`config.mk`:
```
export PLATFORM = sky130hd
export DESIGN_NAME = imem_prog_loader
export DESIGN_NICKNAME = d
export VERILOG_FILES = /design/src/rtl/imem_prog_loader.sv
export SDC_FILE = /design/constraint.sdc
export NUM_CORES = 1
export LEC_CHECK = 0
export CORE_MARGIN = 5
export CORE_UTILIZATION = 35
export DETAILED_ROUTE_END_ITERATION = 7
export GPL_ROUTABILITY_DRIVEN = 0
export SLEW_MARGIN = 0
export SYNTH_ARGS = -nofsm -noshare
export SYNTH_HDL_FRONTEND = slang
export SYNTH_SLANG_ARGS = --single-unit
```
`constraint.sdc`:
```
create_clock -name clk -period 2.5 [get_ports clk]
set_clock_uncertainty 0.05 [all_clocks]
set_input_delay 0.75 -clock clk [delete_from_list [all_inputs] [get_ports clk]]
set_output_delay 0.75 -clock clk [all_outputs]
set_load 0.005 [all_outputs]
```
`src/rtl/imem_prog_loader.sv`:
```
// Instruction-memory program loader: framed byte stream -> sequential 32-bit IMEM writes.
// Optional inter-byte timeout is built when IMEM_LOADER_TIMEOUT_EN is defined.
module imem_prog_loader #(
  parameter int          ADDR_W      = 4,
  parameter logic [7:0]  HDR_BYTE    = 8'hA5,
  parameter int          TIMEOUT_CYC = 1024
) (
  input  logic              clk,
  input  logic              reset,
  input  logic [7:0]        rx_data,
  input  logic              rx_valid,
  output logic              rx_ready,
  output logic              imem_we,
  output logic [ADDR_W-1:0] imem_addr,
  output logic [31:0]       imem_wdata,
  output logic              cpu_hold,
  output logic              load_done,
  output logic              load_err,
  output logic [ADDR_W:0]   words_loaded
);

  localparam int LW    = ADDR_W + 1;
  localparam int DEPTH = 1 << ADDR_W;

  localparam logic [2:0] S_IDLE = 3'd0;
  localparam logic [2:0] S_LEN  = 3'd1;
  localparam logic [2:0] S_DATA = 3'd2;
  localparam logic [2:0] S_CSUM = 3'd3;
  localparam logic [2:0] S_DONE = 3'd4;
  localparam logic [2:0] S_ERR  = 3'd5;

  logic [2:0]        state_q, state_d;
  logic              rdy_q, rdy_d;
  logic              we_q, we_d;
  logic [ADDR_W-1:0] addr_q, addr_d;
  logic [31:0]       wdata_q, wdata_d;
  logic              hold_q, hold_d;
  logic              done_q, done_d;
  logic              err_q, err_d;
  logic [LW-1:0]     words_q, words_d;
  logic [LW-1:0]     n_q, n_d;
  logic [1:0]        bcnt_q, bcnt_d;
  logic [23:0]       asm_q, asm_d;
  logic [7:0]        csum_q, csum_d;
  logic              acc;
  logic              tmo_hit;

  assign acc = rx_valid & rdy_q;

`ifdef IMEM_LOADER_TIMEOUT_EN
  localparam int TW = $clog2(TIMEOUT_CYC + 1);
  logic [TW-1:0] tmo_q, tmo_d;
  logic          in_frame;

  assign in_frame = (state_q == S_LEN) || (state_q == S_DATA) || (state_q == S_CSUM);
  assign tmo_hit  = in_frame && !acc && (tmo_q == TW'(TIMEOUT_CYC - 1));

  always_comb begin
    tmo_d = '0;
    if (in_frame && !acc && !tmo_hit) tmo_d = tmo_q + TW'(1);
  end

  always_ff @(posedge clk or negedge reset) begin
    if (!reset) tmo_q <= '0;
    else        tmo_q <= tmo_d;
  end
`else
  logic unused_tmo;
  assign unused_tmo = (TIMEOUT_CYC == 0);
  assign tmo_hit    = 1'b0;
`endif

  always_comb begin
    state_d = state_q;
    rdy_d   = 1'b1;
    we_d    = 1'b0;
    addr_d  = addr_q;
    wdata_d = wdata_q;
    hold_d  = hold_q;
    done_d  = done_q;
    err_d   = err_q;
    words_d = words_q;
    n_d     = n_q;
    bcnt_d  = bcnt_q;
    asm_d   = asm_q;
    csum_d  = csum_q;
    case (state_q)
      S_IDLE, S_DONE, S_ERR: begin
        if (acc && rx_data == HDR_BYTE) begin
          state_d = S_LEN;
          hold_d  = 1'b1;
          done_d  = 1'b0;
          err_d   = 1'b0;
          words_d = '0;
          csum_d  = '0;
          bcnt_d  = '0;
        end
      end
      S_LEN: begin
        if (acc) begin
          if (rx_data == 8'd0 || {24'd0, rx_data} > 32'(DEPTH)) begin
            state_d = S_ERR;
            err_d   = 1'b1;
          end else begin
            n_d     = LW'(rx_data);
            words_d = '0;
            bcnt_d  = '0;
            state_d = S_DATA;
          end
        end
      end
      S_DATA: begin
        if (acc) begin
          csum_d = csum_q ^ rx_data;
          asm_d  = {asm_q[15:0], rx_data};
          bcnt_d = bcnt_q + 2'd1;
          // Fourth byte completes a big-endian word; write strobe is registered.
          if (bcnt_q == 2'd3) begin
            we_d    = 1'b1;
            addr_d  = words_q[ADDR_W-1:0];
            wdata_d = {asm_q, rx_data};
            words_d = words_q + LW'(1);
            if (words_q + LW'(1) == n_q) state_d = S_CSUM;
          end
        end
      end
      S_CSUM: begin
        if (acc) begin
          if (rx_data == csum_q) begin
            state_d = S_DONE;
            done_d  = 1'b1;
            hold_d  = 1'b0;
          end else begin
            state_d = S_ERR;
            err_d   = 1'b1;
          end
        end
      end
      default: state_d = S_IDLE;
    endcase
    if (tmo_hit) begin
      state_d = S_ERR;
      err_d   = 1'b1;
    end
  end

  always_ff @(posedge clk or negedge reset) begin
    if (!reset) begin
      state_q <= S_IDLE;
      rdy_q   <= 1'b0;
      we_q    <= 1'b0;
      addr_q  <= '0;
      wdata_q <= '0;
      hold_q  <= 1'b0;
      done_q  <= 1'b0;
      err_q   <= 1'b0;
      words_q <= '0;
      n_q     <= '0;
      bcnt_q  <= '0;
      asm_q   <= '0;
      csum_q  <= '0;
    end else begin
      state_q <= state_d;
      rdy_q   <= rdy_d;
      we_q    <= we_d;
      addr_q  <= addr_d;
      wdata_q <= wdata_d;
      hold_q  <= hold_d;
      done_q  <= done_d;
      err_q   <= err_d;
      words_q <= words_d;
      n_q     <= n_d;
      bcnt_q  <= bcnt_d;
      asm_q   <= asm_d;
      csum_q  <= csum_d;
    end
  end

  assign rx_ready     = rdy_q;
  assign imem_we      = we_q;
  assign imem_addr    = addr_q;
  assign imem_wdata   = wdata_q;
  assign cpu_hold     = hold_q;
  assign load_done    = done_q;
  assign load_err     = err_q;
  assign words_loaded = words_q;

endmodule

```
==> Yosys cells after proc, flatten, opt, wreduce, memory -nomap -nowiden <==
Index checks and enable logic that the tools add are counted.
Widths: inputs -> output; s select.
{ "word_totals": {"register_bits": 88, "inputBits": 11, "out_inout_bits": 46} }
{ "op_classes": {"n_addsub": 2, "n_lt_le_gt_ge": 1, "eq_ne": 19, "n_mux": 39, "n_bitwise": 3, "reduce_logical": 18} }
{ "op_table": {"columns": ["cell", "n"], "rows": [
  ["$mux 5", 5],
  ["$mux 3", 7],
  ["$ne 2x2->1 const B", 10],
  ["$reduce_and 6->1", 3],
  ["$mux 8", 2],
  ["$pmux 8 s2", 1],
  ["$pmux 5 s3", 1],
  ["$mux 1", 14],
  ["$pmux 3 s4", 1],
  ["$reduce_and 3->1", 3],
  ["$eq 8x8->1", 1],
  ["$eq 8x8->1 const B", 1],
  ["$gt 8x5->1 const B", 1],
  ["$logic_not 8->1", 1],
  ["$mux 2", 4],
  ["$xor 8x8->8", 1],
  ["$eq 3x2->1 const B", 2],
  ["$eq 3x3->1 const B", 2],
  ["$pmux 2 s3", 1],
  ["$reduce_bool 3->1", 2],
  ["$add 5x1->5 const B", 1],
  ["$eq 5x5->1", 1],
  ["$reduce_and 5->1", 1],
  ["$pmux 1 s2", 2],
  ["other kinds (13)", 14]
]} }

==> Depth between registers and ports, before layout <==
{ "logic_depth": {"depth_word": 6, "depth_mapped": 8, "depth_no_buf": 6} }

==> Worst setup path before layout <==
Ideal clock, no wire load.
{ "synth_timing": {"path_type": "input port to flip-flop", "start": "input port rx_data[0]", "end": "register n_q[0]", "setup_ps": 125, "t_arrival_ps": 2193, "required_time_ps": 2325, "path_slack_ps": 132, "path_stages": 7, "path_buffers": 2, "path_cell_list": "clkbuf_2 -> nor4_1 -> xnor2_1 -> nand2_1 -> or3_1 -> buf_2 -> mux2_2"} }
{ "synth_via": {"elab_chain_cells": 4, "elab_cells_between_ends": 5, "classes_between": "order compare: 1; bitwise: 1; reduce/logical: 3"} }
{ "synth_lines": {"columns": ["item", "line", "rtl"], "rows": [
  ["start, declared", "10", "input logic [7:0] rx_data,"],
  ["$gt 8x5->1 / $logic_not 8->1 (equally long branches)", "101", "if (rx_data == 8'd0 || {24'd0, rx_data} > 32'(DEPTH)) begin"],
  ["$logic_or 1x1->1", "101", null],
  ["$not 1->1 (no source line)", null, null],
  ["$reduce_and 3->1 (no source line)", null, null],
  ["end signal, assigned", "172", "n_q <= n_d;"],
  ["end, declared", "41", "logic [LW-1:0] n_q, n_d;"]
]} }
Parallel ways exist; a longest one is shown, timed or not.
A chain may end at the register's enable or synchronous reset.

==> Worst setup path in the final report <==
Ends and elaborated chain as after synthesis.

==> impl_metrics.py <==
metrics = {
    "place": {
        "place_inst": 589,
        "place_ws_ns": -0.3610,
        "port_buffers": 56,
        "postPlaceCellArea_um2": 4772,
        "hpwlAfterDp_um": 6299,
    },
    "floorplanning": {
        "die_area_um2": 13300,
        "initial_core_util_pct": 35.83,
        "row_count": 38,
        "ioPinCount": 57,
        "die_h_um": 115.3,
        "dieWidth_um": 115.3,
        "core-area_um2": 10840,
    },
    "clocking": {
        "path_clk_slew_ns": 0.09,
        "htreeDepth": 3,
        "cts-root-buf": "clkbuf_8",
        "cts.sinks": 88,
        "hold_buffers": 0,
        "clockBufferDepth": 2,
        "cts_tree": "built",
        "cts_setup_buffers": 0,
        "worstSkewPairLatency_ns": 0.36,
        "post_cts_resized": 0,
        "numCtsBuffers": 9,
    },
    "route": {
        "vias": 2922,
        "antenna_left": 0,
        "drt-initial-drc-count": 197,
        "routed_wl_um": 8822,
        "wire_per_inst_um": 14.58,
        "drc": 0,
        "viasPerCell": 4.830,
        "first_pass_iters": 4,
    },
    "yosys": {
        "netlist_top_cells_count": "nand2_1, dfrtp_1, mux2_2, o21ai_0",
        "avgSynthCellArea_um2": 10.27,
        "synth_area_um2": 3884,
        "seq_area_frac_synth_pct": 56.70,
        "ys_warn_count": 0,
        "yosys.area.top_type": "dfrtp_1",
        "synth_cell_types": 46,
        "synth_nets": 391,
        "ys_seq_elements": 88,
        "synth_top_area_share_pct": 56.70,
        "yosysMostFrequentCell": "nand2_1",
        "synth_edf_count": 0,
        "synth-main-ff-cell": "dfrtp_1",
        "async_reset_ff_share_pct": 100.0,
        "ys_top_cells_by_area": "dfrtp_1, nand2_1, mux2_2",
        "synthCells": 378,
    },
    "finish": {
        "final_cells": 605,
        "areaGrowthSynthToFinish_pct": 28.99,
        "drive_gt1_share_pct": 18.28,
        "nets": 473,
        "num_antenna_cells": 0,
        "fin_area_um2": 5010,
    },
    "global_routing": {
        "grt.total_usage_pct": 14.47,
        "antenna_found_initial": 0,
        "overflow": 0,
        "grt_pass1_wl_um": 15160,
        "grt_max_degree": 60,
        "grt_pass1_vias": 3078,
    },
    "critical_path": {
        "crit_fanout": 5,
        "crit_arrival_ns": 2.58,
        "end_kind": "flop",
        "crit_type": "in2reg",
        "path_buf_inv": 1,
        "reg2reg_depth": 6,
        "r2r_end": "imem_wdata[9]$_DFFE_PN0P_",
        "critical_path.top_delay_family": "simple AND/OR/NAND/NOR gates",
        "critPathSlowestCell": "clkdlybuf4s50_1",
        "critical-path-max-stage-delay_ns": 0.49,
        "crit_chain": "clkdlybuf4s50_1 -> nor4_2 -> xnor2_1 -> nand2_1 -> or3_1 -> mux2_2",
        "r2r_slack_ns": 0.41,
        "worstPathRequired_ns": 2.69,
        "startpoint_type": "input pin",
        "reg2reg_from": "state_q[0]$_DFFE_PN0P_",
    },
    "timing": {
        "finalHoldViolCount": 0,
        "period_minus_slack_ns": 2.383,
        "setup_slack_ns": 0.1165,
        "rsz0062_at_grt": "false",
        "slew_viol_final": 0,
        "holdWs_ns": 0.2588,
        "setup_viol": 0,
        "period_share_pct": 95.34,
        "timing.fmax_ghz": 0.4196,
    },
    "status": {
        "status": "finished clean",
    },
    "flow_run": {
        "max-cap-violations": 0,
    },
    "pwr": {
        "ir_worst_vdd_v": 0.0002200,
        "power.static_leakage_nw": 2.415,
        "power.density_nw_per_um2": 536.1,
    },
    "hold_path": {
        "hold_path_class": "in2async",
    },
}
-- registers in the layout, indices dropped and copies added (netlist names) --
register and cells:
csum_q 8, load_done 1, load_err 1, asm_q 24, bcnt_q 2, imem_we 1, state_q 3, cpu_hold 1
imem_addr 4, words_loaded 5, n_q 5, imem_wdata 32, rx_ready 1
-- stage by stage --
step	power, mW	setup TNS (ns)	util, %
3_5_place_dp	1.606	-8.649	44.02
3_3_place_gp	1.604	-8.347	44.02
5_1_grt	2.806	0	46.21
4_1_cts	2.718	0	46.10
6_report	2.686	0	46.21
2_1_floorplan	1.506	0	-
-- power breakdown --
| part | internal (mW) | switching, mW | total, mW |
|---|---|---|---|
| Clock | 0.575 | 0.535 | 1.11 |
| Combinational | 0.0603 | 0.0733 | 0.134 |
| Sequential | 1.43 | 0.0124 | 1.44 |
-- per-layer routing --
metal / up-vias / global-route usage, % / share of wire (%)
li1: 1427 / - / -
met1: 1418 / 19.13 / 47
met2: 68 / 22.57 / 47
met3: 9 / 4.211 / 5.2
met4: 0 / 5.399 / 1.6
met5: - / 0 / 0
-- worst max path at each step --
| stage | from | depth (start not counted) | slack, ns | endpoint |
|---|---|---|---|---|
| after floorplan | rx_data[0] | 7 | 0.13 | n_q[0]$_DFFE_PN0P_ |
| after global placement | rx_data[1] | 6 | -0.31 | n_q[3]$_DFFE_PN0P_ |
| after detailed placement | rx_data[1] | 6 | -0.36 | n_q[1]$_DFFE_PN0P_ |
| after CTS | rx_data[1] | 6 | 0.02 | n_q[0]$_DFFE_PN0P_ |
| after global routing | rx_data[0] | 6 | 0.05 | n_q[1]$_DFFE_PN0P_ |
| final | rx_data[0] | 6 | 0.12 | n_q[0]$_DFFE_PN0P_ |
-- cell type report --
class                      instances  area, um^2
clock buffer                       9       123.9
clock inverter                     7       101.3
fill                            1058        5831
inverter                           8       31.28
multi-input combinational        265        1550
sequential                        88        2202
tap                              140       175.2
timing repair buffer              88       825.8
-- layout by cell type, fill, tap and decap left out, types with 2 or more instances in the layout --
master           netlist  layout
inv_1                  7       7
buf_4                  0      31
mux2_2                26      26
bufinv_16              0       2
clkdlybuf4s50_1        0      54
a21oi_1                9       8
mux2_1                 3       3
xor2_1                 2       2
nor4_2                 1       2
nand2b_1              13      13
buf_12                 0       2
nor3_1                 3       3
a21o_1                 2       2
and3_1                 2       2
clkbuf_8               0       9
o2111ai_1              2       2
nand3_1               10      10
o21ai_1                2       2
nor2_1                13      13
inv_6                  0       2
xnor2_1                8       8
clkinv_2               1       2
dfrtp_1               88      88
or3_1                  2       2
mux2i_1                4       4
o21ai_0               26      26
o22ai_1                2       2
ha_1                   2       2
nand2_1              112     112
nor2b_1                2       2
-- worst register-to-register path: stages (launching register included) --
cell and delay [ns]:
dfrtp_1 0.47, or3b_4 0.53, nor2_4 0.20, nand2_2 0.12, clkinv_2 0.09, buf_12 0.18
mux2_2 0.37
-- kinds of logic after synthesis --
family	count (synthesis)	synth area share (%)
AOI/OAI and AO/OA	50	7.506
muxes	33	9.439
xor gates and xnor gates	10	2.255
and+or+nand+nor	169	19.72
adders and majority gates	2	0.6442
buffers and inverters	25	3.640
DFF	88	56.70
other	1	0.09656
Note: power is estimated with default switching activity, not from simulation.
